### src/rtl/counter_sequencer_if.sv
// counter_sequencer_if: command handshake, abort and status bundle for the counter sequencer.
interface counter_sequencer_if #(
    parameter int WIDTH = 4,
    parameter int DIV_W = 8
);
    logic             cmd_valid;
    logic             cmd_ready;
    logic             cmd_up;
    logic             cmd_clr;
    logic [WIDTH-1:0] cmd_len;
    logic [DIV_W-1:0] cmd_div;
    logic             abort;
    logic [WIDTH-1:0] Q;
    logic             step;
    logic             wrap;
    logic             busy;
    logic             done;
    modport master (
        output cmd_valid, cmd_up, cmd_clr, cmd_len, cmd_div, abort,
        input  cmd_ready, Q, step, wrap, busy, done
    );
    modport slave (
        input  cmd_valid, cmd_up, cmd_clr, cmd_len, cmd_div, abort,
        output cmd_ready, Q, step, wrap, busy, done
    );
endinterface

### src/rtl/counter_sequencer.sv
// counter_sequencer: runs a modulo-2^WIDTH up/down counter for a commanded number of steps at a programmed rate.
module counter_sequencer #(
    parameter int WIDTH = 4,
    parameter int DIV_W = 8
) (
    input  logic clk,
    input  logic rst,
    counter_sequencer_if.slave bus
);
    typedef enum logic [1:0] {IDLE, RUN, DONE} state_t;
    localparam logic [WIDTH-1:0] QMAX = '1;
    state_t           state_q, state_d;
    logic [WIDTH-1:0] q_q, q_d, rem_q, rem_d;
    logic [DIV_W-1:0] div_q, div_d, presc_q, presc_d;
    logic             dir_q, dir_d, step_q, step_d, wrap_q, wrap_d;
    logic             accept, at_edge;
    assign bus.cmd_ready = (state_q == IDLE) & ~rst;
    assign accept        = bus.cmd_valid & bus.cmd_ready;
    assign at_edge       = dir_q ? (q_q == QMAX) : (q_q == '0);
    assign bus.Q         = q_q;
    assign bus.step      = step_q;
    assign bus.wrap      = wrap_q;
    assign bus.busy      = state_q == RUN;
    assign bus.done      = state_q == DONE;
    always_comb begin
        state_d = state_q;
        q_d     = q_q;
        rem_d   = rem_q;
        div_d   = div_q;
        presc_d = presc_q;
        dir_d   = dir_q;
        step_d  = 1'b0;
        wrap_d  = 1'b0;
        unique case (state_q)
            IDLE: if (accept) begin
                dir_d   = bus.cmd_up;
                div_d   = bus.cmd_div;
                presc_d = bus.cmd_div;
                rem_d   = bus.cmd_len;
                q_d     = bus.cmd_clr ? '0 : q_q;
                state_d = (bus.cmd_len != '0) ? RUN : DONE;
            end
            // abort outranks both the prescaler and a pending step
            RUN: if (bus.abort) begin
                state_d = IDLE;
            end else if (presc_q != '0) begin
                presc_d = presc_q - DIV_W'(1);
            end else begin
                presc_d = div_q;
                q_d     = at_edge ? (dir_q ? '0 : QMAX) : (dir_q ? q_q + WIDTH'(1) : q_q - WIDTH'(1));
                step_d  = 1'b1;
                wrap_d  = at_edge;
                rem_d   = rem_q - WIDTH'(1);
                state_d = (rem_q == WIDTH'(1)) ? DONE : RUN;
            end
            DONE: state_d = IDLE;
            default: state_d = IDLE;
        endcase
    end
    always_ff @(posedge clk) begin
        if (rst) begin
            state_q <= IDLE;
            q_q     <= '0;
            rem_q   <= '0;
            div_q   <= '0;
            presc_q <= '0;
            dir_q   <= 1'b0;
            step_q  <= 1'b0;
            wrap_q  <= 1'b0;
        end else begin
            state_q <= state_d;
            q_q     <= q_d;
            rem_q   <= rem_d;
            div_q   <= div_d;
            presc_q <= presc_d;
            dir_q   <= dir_d;
            step_q  <= step_d;
            wrap_q  <= wrap_d;
        end
    end
endmodule

### src/flat_wrapper.sv
// flat-port wrapper written by rule: the top's interface ports become plain ports
module counter_sequencer_flat 
#(
    parameter int WIDTH = 4,
    parameter int DIV_W = 8
)
  (clk, rst, bus_cmd_valid, bus_cmd_up, bus_cmd_clr, bus_cmd_len, bus_cmd_div, bus_abort, bus_cmd_ready, bus_Q, bus_step, bus_wrap, bus_busy, bus_done);
  counter_sequencer_if #(.WIDTH(WIDTH), .DIV_W(DIV_W)) bus_i ();
  input  logic clk;
  input  logic rst;
  input wire logic [$bits(bus_i.cmd_valid)-1:0] bus_cmd_valid;
  input wire logic [$bits(bus_i.cmd_up)-1:0] bus_cmd_up;
  input wire logic [$bits(bus_i.cmd_clr)-1:0] bus_cmd_clr;
  input wire logic [$bits(bus_i.cmd_len)-1:0] bus_cmd_len;
  input wire logic [$bits(bus_i.cmd_div)-1:0] bus_cmd_div;
  input wire logic [$bits(bus_i.abort)-1:0] bus_abort;
  output wire logic [$bits(bus_i.cmd_ready)-1:0] bus_cmd_ready;
  output wire logic [$bits(bus_i.Q)-1:0] bus_Q;
  output wire logic [$bits(bus_i.step)-1:0] bus_step;
  output wire logic [$bits(bus_i.wrap)-1:0] bus_wrap;
  output wire logic [$bits(bus_i.busy)-1:0] bus_busy;
  output wire logic [$bits(bus_i.done)-1:0] bus_done;
  assign bus_i.cmd_valid = bus_cmd_valid;
  assign bus_i.cmd_up = bus_cmd_up;
  assign bus_i.cmd_clr = bus_cmd_clr;
  assign bus_i.cmd_len = bus_cmd_len;
  assign bus_i.cmd_div = bus_cmd_div;
  assign bus_i.abort = bus_abort;
  assign bus_cmd_ready = bus_i.cmd_ready;
  assign bus_Q = bus_i.Q;
  assign bus_step = bus_i.step;
  assign bus_wrap = bus_i.wrap;
  assign bus_busy = bus_i.busy;
  assign bus_done = bus_i.done;
  counter_sequencer #(.WIDTH(WIDTH), .DIV_W(DIV_W)) u_core (.clk(clk), .rst(rst), .bus(bus_i));
endmodule
### config.mk
export PLATFORM = sky130hd
export DESIGN_NAME = counter_sequencer_flat
export DESIGN_NICKNAME = d
export VERILOG_FILES = /design/src/rtl/counter_sequencer_if.sv /design/src/rtl/counter_sequencer.sv /design/src/flat_wrapper.sv
export SDC_FILE = /design/constraint.sdc
export NUM_CORES = 1
export LEC_CHECK = 0
export CORE_MARGIN = 3
export CORE_UTILIZATION = 30
export DETAILED_ROUTE_END_ITERATION = 8
export GPL_TIMING_DRIVEN = 0
export PLACE_DENSITY = 0.58
export SYNTH_ARGS = -nofsm -noshare
export SYNTH_HDL_FRONTEND = slang
export SYNTH_SLANG_ARGS = --single-unit
### constraint.sdc
create_clock -name clk -period 2.22 [get_ports clk]
set_input_delay 0.333 -clock clk [delete_from_list [all_inputs] [get_ports clk]]
set_output_delay 0.333 -clock clk [all_outputs]
set_load 0.05 [all_outputs]
# --- Word-level counts from Yosys, hierarchy flattened ---
# Cells that the tools add are included.
word_totals:
  reg_bits: 29
  output_inout_bits: 9
  word_cells: 61
classes:
  eq_ne: 9
  n_addsub: 4
  reduce_logical: 12
  bitwise_logic: 4
  mux: 24
op_table:
  columns: ["cell", "count"]
  rows:
  - ["4-bit two-way mux", 10]
  - ["8-bit two-way mux", 3]
  - ["4-bit case mux with 2 select lines", 2]
  - ["8-bit case mux with 2 select lines", 1]
  - ["2-bit two-way mux", 5]
  - ["8-bit nonzero test", 1]
  - ["4-bit by 1-bit subtractor with 4-bit output, second input constant", 2]
  - ["8-bit by 1-bit subtractor with 8-bit output, second input constant", 1]
  - ["2-bit != test, second input constant", 3]
  - ["5-bit AND reduction", 1]
  - ["4-bit by 1-bit adder with 4-bit output, second input constant", 1]
  - ["4-bit by 1-bit == test with 1-bit output, second input constant", 1]
  - ["4-bit == test, second input constant", 1]
  - ["4-bit logical NOT", 1]
  - ["2-bit case mux with 2 select lines", 1]
  - ["2-bit AND reduction", 2]
  - ["4-bit AND reduction", 1]
  - ["4-bit nonzero test", 1]
  - ["4-bit OR reduction", 1]
  - ["3-bit != test, second input constant", 1]
  - ["3-bit AND reduction", 1]
  - ["3-bit OR reduction", 1]
  - ["1-bit bitwise AND", 2]
  - ["2-bit by 1-bit == test with 1-bit output, second input constant", 1]
  - ["other kinds (6)", 8]

# --- Depth between registers and ports, before layout ---
logic_depth:
  depth_word: 6
  mapped_depth: 8
  depth_no_buf: 6

# --- Worst setup path before layout ---
# OpenSTA, ideal clock, no wires.
synth_timing:
  path_kind: "input -> output"
  start: "input port rst"
  end: "output port bus_cmd_ready"
  path_stages: 3
  t_arrival_ns: 1.775
  slack_ns: 0.112
  required_ns: 1.887
  path_buffers: 2
  path_cell_list: "clkbuf_1 clkbuf_1 nor3_1"
synth_via:
  elab_chain_cells: 2
synth_lines:
  columns: ["element", "line_no", "text"]
  rows:
  - ["start: declaration", "flat_wrapper.sv:10", "input logic rst;"]
  - ["1-bit NOT", "counter_sequencer.sv:17", "assign bus.cmd_ready = (state_q == IDLE) & ~rst;"]
  - ["1-bit bitwise AND", "counter_sequencer.sv:17", null]
  - ["end: declaration", "flat_wrapper.sv:17", "output wire logic [$bits(bus_i.cmd_ready)-1:0] bus_cmd_ready;"]
# Every way passes these cells.

# --- Worst setup path after layout ---
layout_timing:
  start: "register u_core.state_q[1]"
  end: "output port bus_done"
layout_via:
  elab_chain_cells: 1
layout_lines:
  columns: ["element", "line_no", "text"]
  rows:
  - ["start: declaration", "counter_sequencer.sv:12", "state_t state_q, state_d;"]
  - ["start signal: assignment", "counter_sequencer.sv:71", "state_q <= state_d;"]
  - ["2-bit == test", "counter_sequencer.sv:24", "assign bus.done = state_q == DONE;"]
  - ["end: declaration", "flat_wrapper.sv:22", "output wire logic [$bits(bus_i.done)-1:0] bus_done;"]
# Every way passes these cells.

==> results.ini <==
[clock_tree]
clock-root-buffer=clkbuf_8
path_clk_slew_ns=0.06
clkLatencyLatePin_ns=0.28
cts-htree-levels=2
clockBufferDepth=2
tritoncts=yes
cts_sinks=29
cts_buffers=5
postCtsHoldBufs=0

[pwr]
vdd_ir_drop_max_v=0.000378
power.density_nw_per_um2=622
p_comb_share_pct=26.3
p_sw_w=0.000440
p_clk_share_pct=31.1
power_w=0.00136
intPower_w=0.000923
p_leak_nw=0.766
seqPwrFrac_pct=42.7
p_sw_share_pct=32.3

[sta]
period_share_pct=95.5
skew_ns=0.00658
fmax_mhz=472
setup_viol=0
report.final.slew_viol_count=0
hold_ws_ns=0.454
tightest_slew_ns=0.660
slew_headroom_pct=55.6
fin_crit_ns=2.12
rsz0062_at_grt=false
hold_violations=0

[worst_setup_path]
worstSetupPathType=reg -> out
worstSetupStartpointType=flop
path_max_fanout=10
cp.required_ns=1.89
cp.arrival_ns=1.79
end_kind=output pin

[finish]
fillCellCount=597
final_nets=274
final_cell_mix=29 x dfxtp_1, 26 x nand2_1, 24 x clkdlybuf4s50_1
antenna_cells=0
drive_gt1_share_pct=10.4
layout.cells.non_filler=322
layout_commonest_cell=dfxtp_1
fin_area_um2=2190
area_delta_synth_final_pct=24.7

[placed_design]
placed_area_um2=2110
dpl.cell_count=314
gp_congestion=0.779
io_buffers=26
dp_hpwl_um=3580

[synthesis]
netlist_area_um2=1760
yosysTopAreaCellShare_pct=33.0
synth_edf_count=0
synthCells=216
syn_nets=241
async_flop_share_pct=0
synth_top_area_cell=dfxtp_1
yosysWarnings=0
synth.area.top_cells=dfxtp_1 33%, a21oi_1 6.5%, nand2_1 5.5%, ha_1 4.3%, inv_1 2.8%
ys_ff_latch=29
synth.distinct_cells=58
ys.flop_type=dfxtp_1
syn_avg_cell_area_um2=8.14
ys_seq_area_share_pct=33.0

[routing]
drc=0
drt-initial-drc-count=99
wl_per_cell_um=15.6
totalWireLength_um=5010
dr.pass1.iters=4
vias_per_cell=5.31
ant_nets=0
vias=1710

[min_path]
hp-class=reg -> reg

[grt]
track_usage_pct=16.6
gr-total-overflow=0
grt_pass1_wl_um=8540
antenna_found_initial=0
grt_start_max_net_pins=11
grt_pass1_vias=1734

[floorplanning]
die_y_um=82.6
rows=27
dieArea_um2=6820
core_area_um2=5570
initial_core_util_pct=31.6
ios=27
die_w_um=82.6

[flow_run]
drv_cap=0

[status]
outcome=finished clean

## power by group through the flow
stage          Clock [W]  Sequential (W)  Combinational, W
2_1_floorplan          0        0.000590          0.000240
3_5_place_dp           0        0.000592          0.000353
4_1_cts         0.000430        0.000581          0.000353
6_report        0.000423        0.000582          0.000358
3_3_place_gp           0        0.000592          0.000350
5_1_grt         0.000458        0.000587          0.000399
## cell type report
class / count / area (um^2) / area share, %
plain buffers: 13 / 75.1 / 3.42
clock buffers: 8 / 80.1 / 3.65
inverters: 13 / 48.8 / 2.22
multi-input cells: 161 / 1070 / 48.6
flip-flops and latches: 29 / 581 / 26.5
well taps: 72 / 90.1 / 4.11
repair buffers: 26 / 253 / 11.5
## Yosys cell counts, types with 5 or more instances
cell type	number
dfxtp_1	29
o21ai_0	9
nand3_1	8
inv_1	13
ha_1	6
a21oi_1	23
nand2_1	26
nor2_1	13
clkbuf_1	5
buf_2	5
## cell families (layout without fill, tap and decap cells)
kind of cell | Yosys count | count (layout) | share of synthesized area [%]
compound gates | 67 | 67 | 26.0
mux | 2 | 2 | 1.21
buf+inv | 26 | 60 | 6.76
simple gates | 80 | 80 | 25.2
fa+ha+maj | 7 | 7 | 5.41
flops | 29 | 29 | 33.0
xor+xnor | 5 | 5 | 2.49
## per-stage QoR
step / TNS, ns / util [%] / setup WS (ns)
after floorplan: 0 / - / 0.112
after CTS: 0 / 39.1 / 0.0288
final: 0 / 39.3 / 0.101
after global placement: -0.915 / 37.8 / -0.694
after global routing: 0 / 39.3 / 0.0122
after detailed placement: -1.07 / 37.8 / -0.731
## worst paths after layout
check | from | to | slack [ns] | depth (start not counted)
min | u_core.div_q[6] | u_core.div_q[6] | 0.45 | 2
min reg2reg | u_core.div_q[6] | u_core.div_q[6] | 0.45 | 2
max reg2reg | u_core.presc_q[1] | u_core.presc_q[3] | 0.28 | 6
max | u_core.state_q[1] | bus_done | 0.10 | 3
## worst max-delay path, cell delays in order (launching register included)
cell and delay, ns:
dfxtp_1 0.32, buf_2 0.21, nor2b_1 0.17, clkdlybuf4s50_1 0.81
## routing by layer
layer | track usage (%) | vias to the layer above | routed length, um
met5 | 0 | - | 0
met4 | 6.05 | 0 | 72
met3 | 3.58 | 7 | 262
met2 | 25.5 | 38 | 2290
met1 | 22.7 | 806 | 2390
li1 | - | 859 | -
## state kept, by name, indices dropped and copies added, names as in the netlist
register,count
u_core.rem_q,4
u_core.dir_q,1
u_core.bus.wrap,1
u_core.bus.Q,4
u_core.div_q,8
u_core.state_q,2
u_core.presc_q,8
u_core.bus.step,1
## what timing repair did
| item | 4_1_cts | 5_1_grt |
|---|---|---|
| gates resized for setup | 13 | 4 |
| setup endpoints to repair | 2 | 7 |
| hold endpoints to repair | 0 | 0 |
| buffers inserted | 0 | 0 |
No activity file was read; power rests on OpenSTA's default activity.
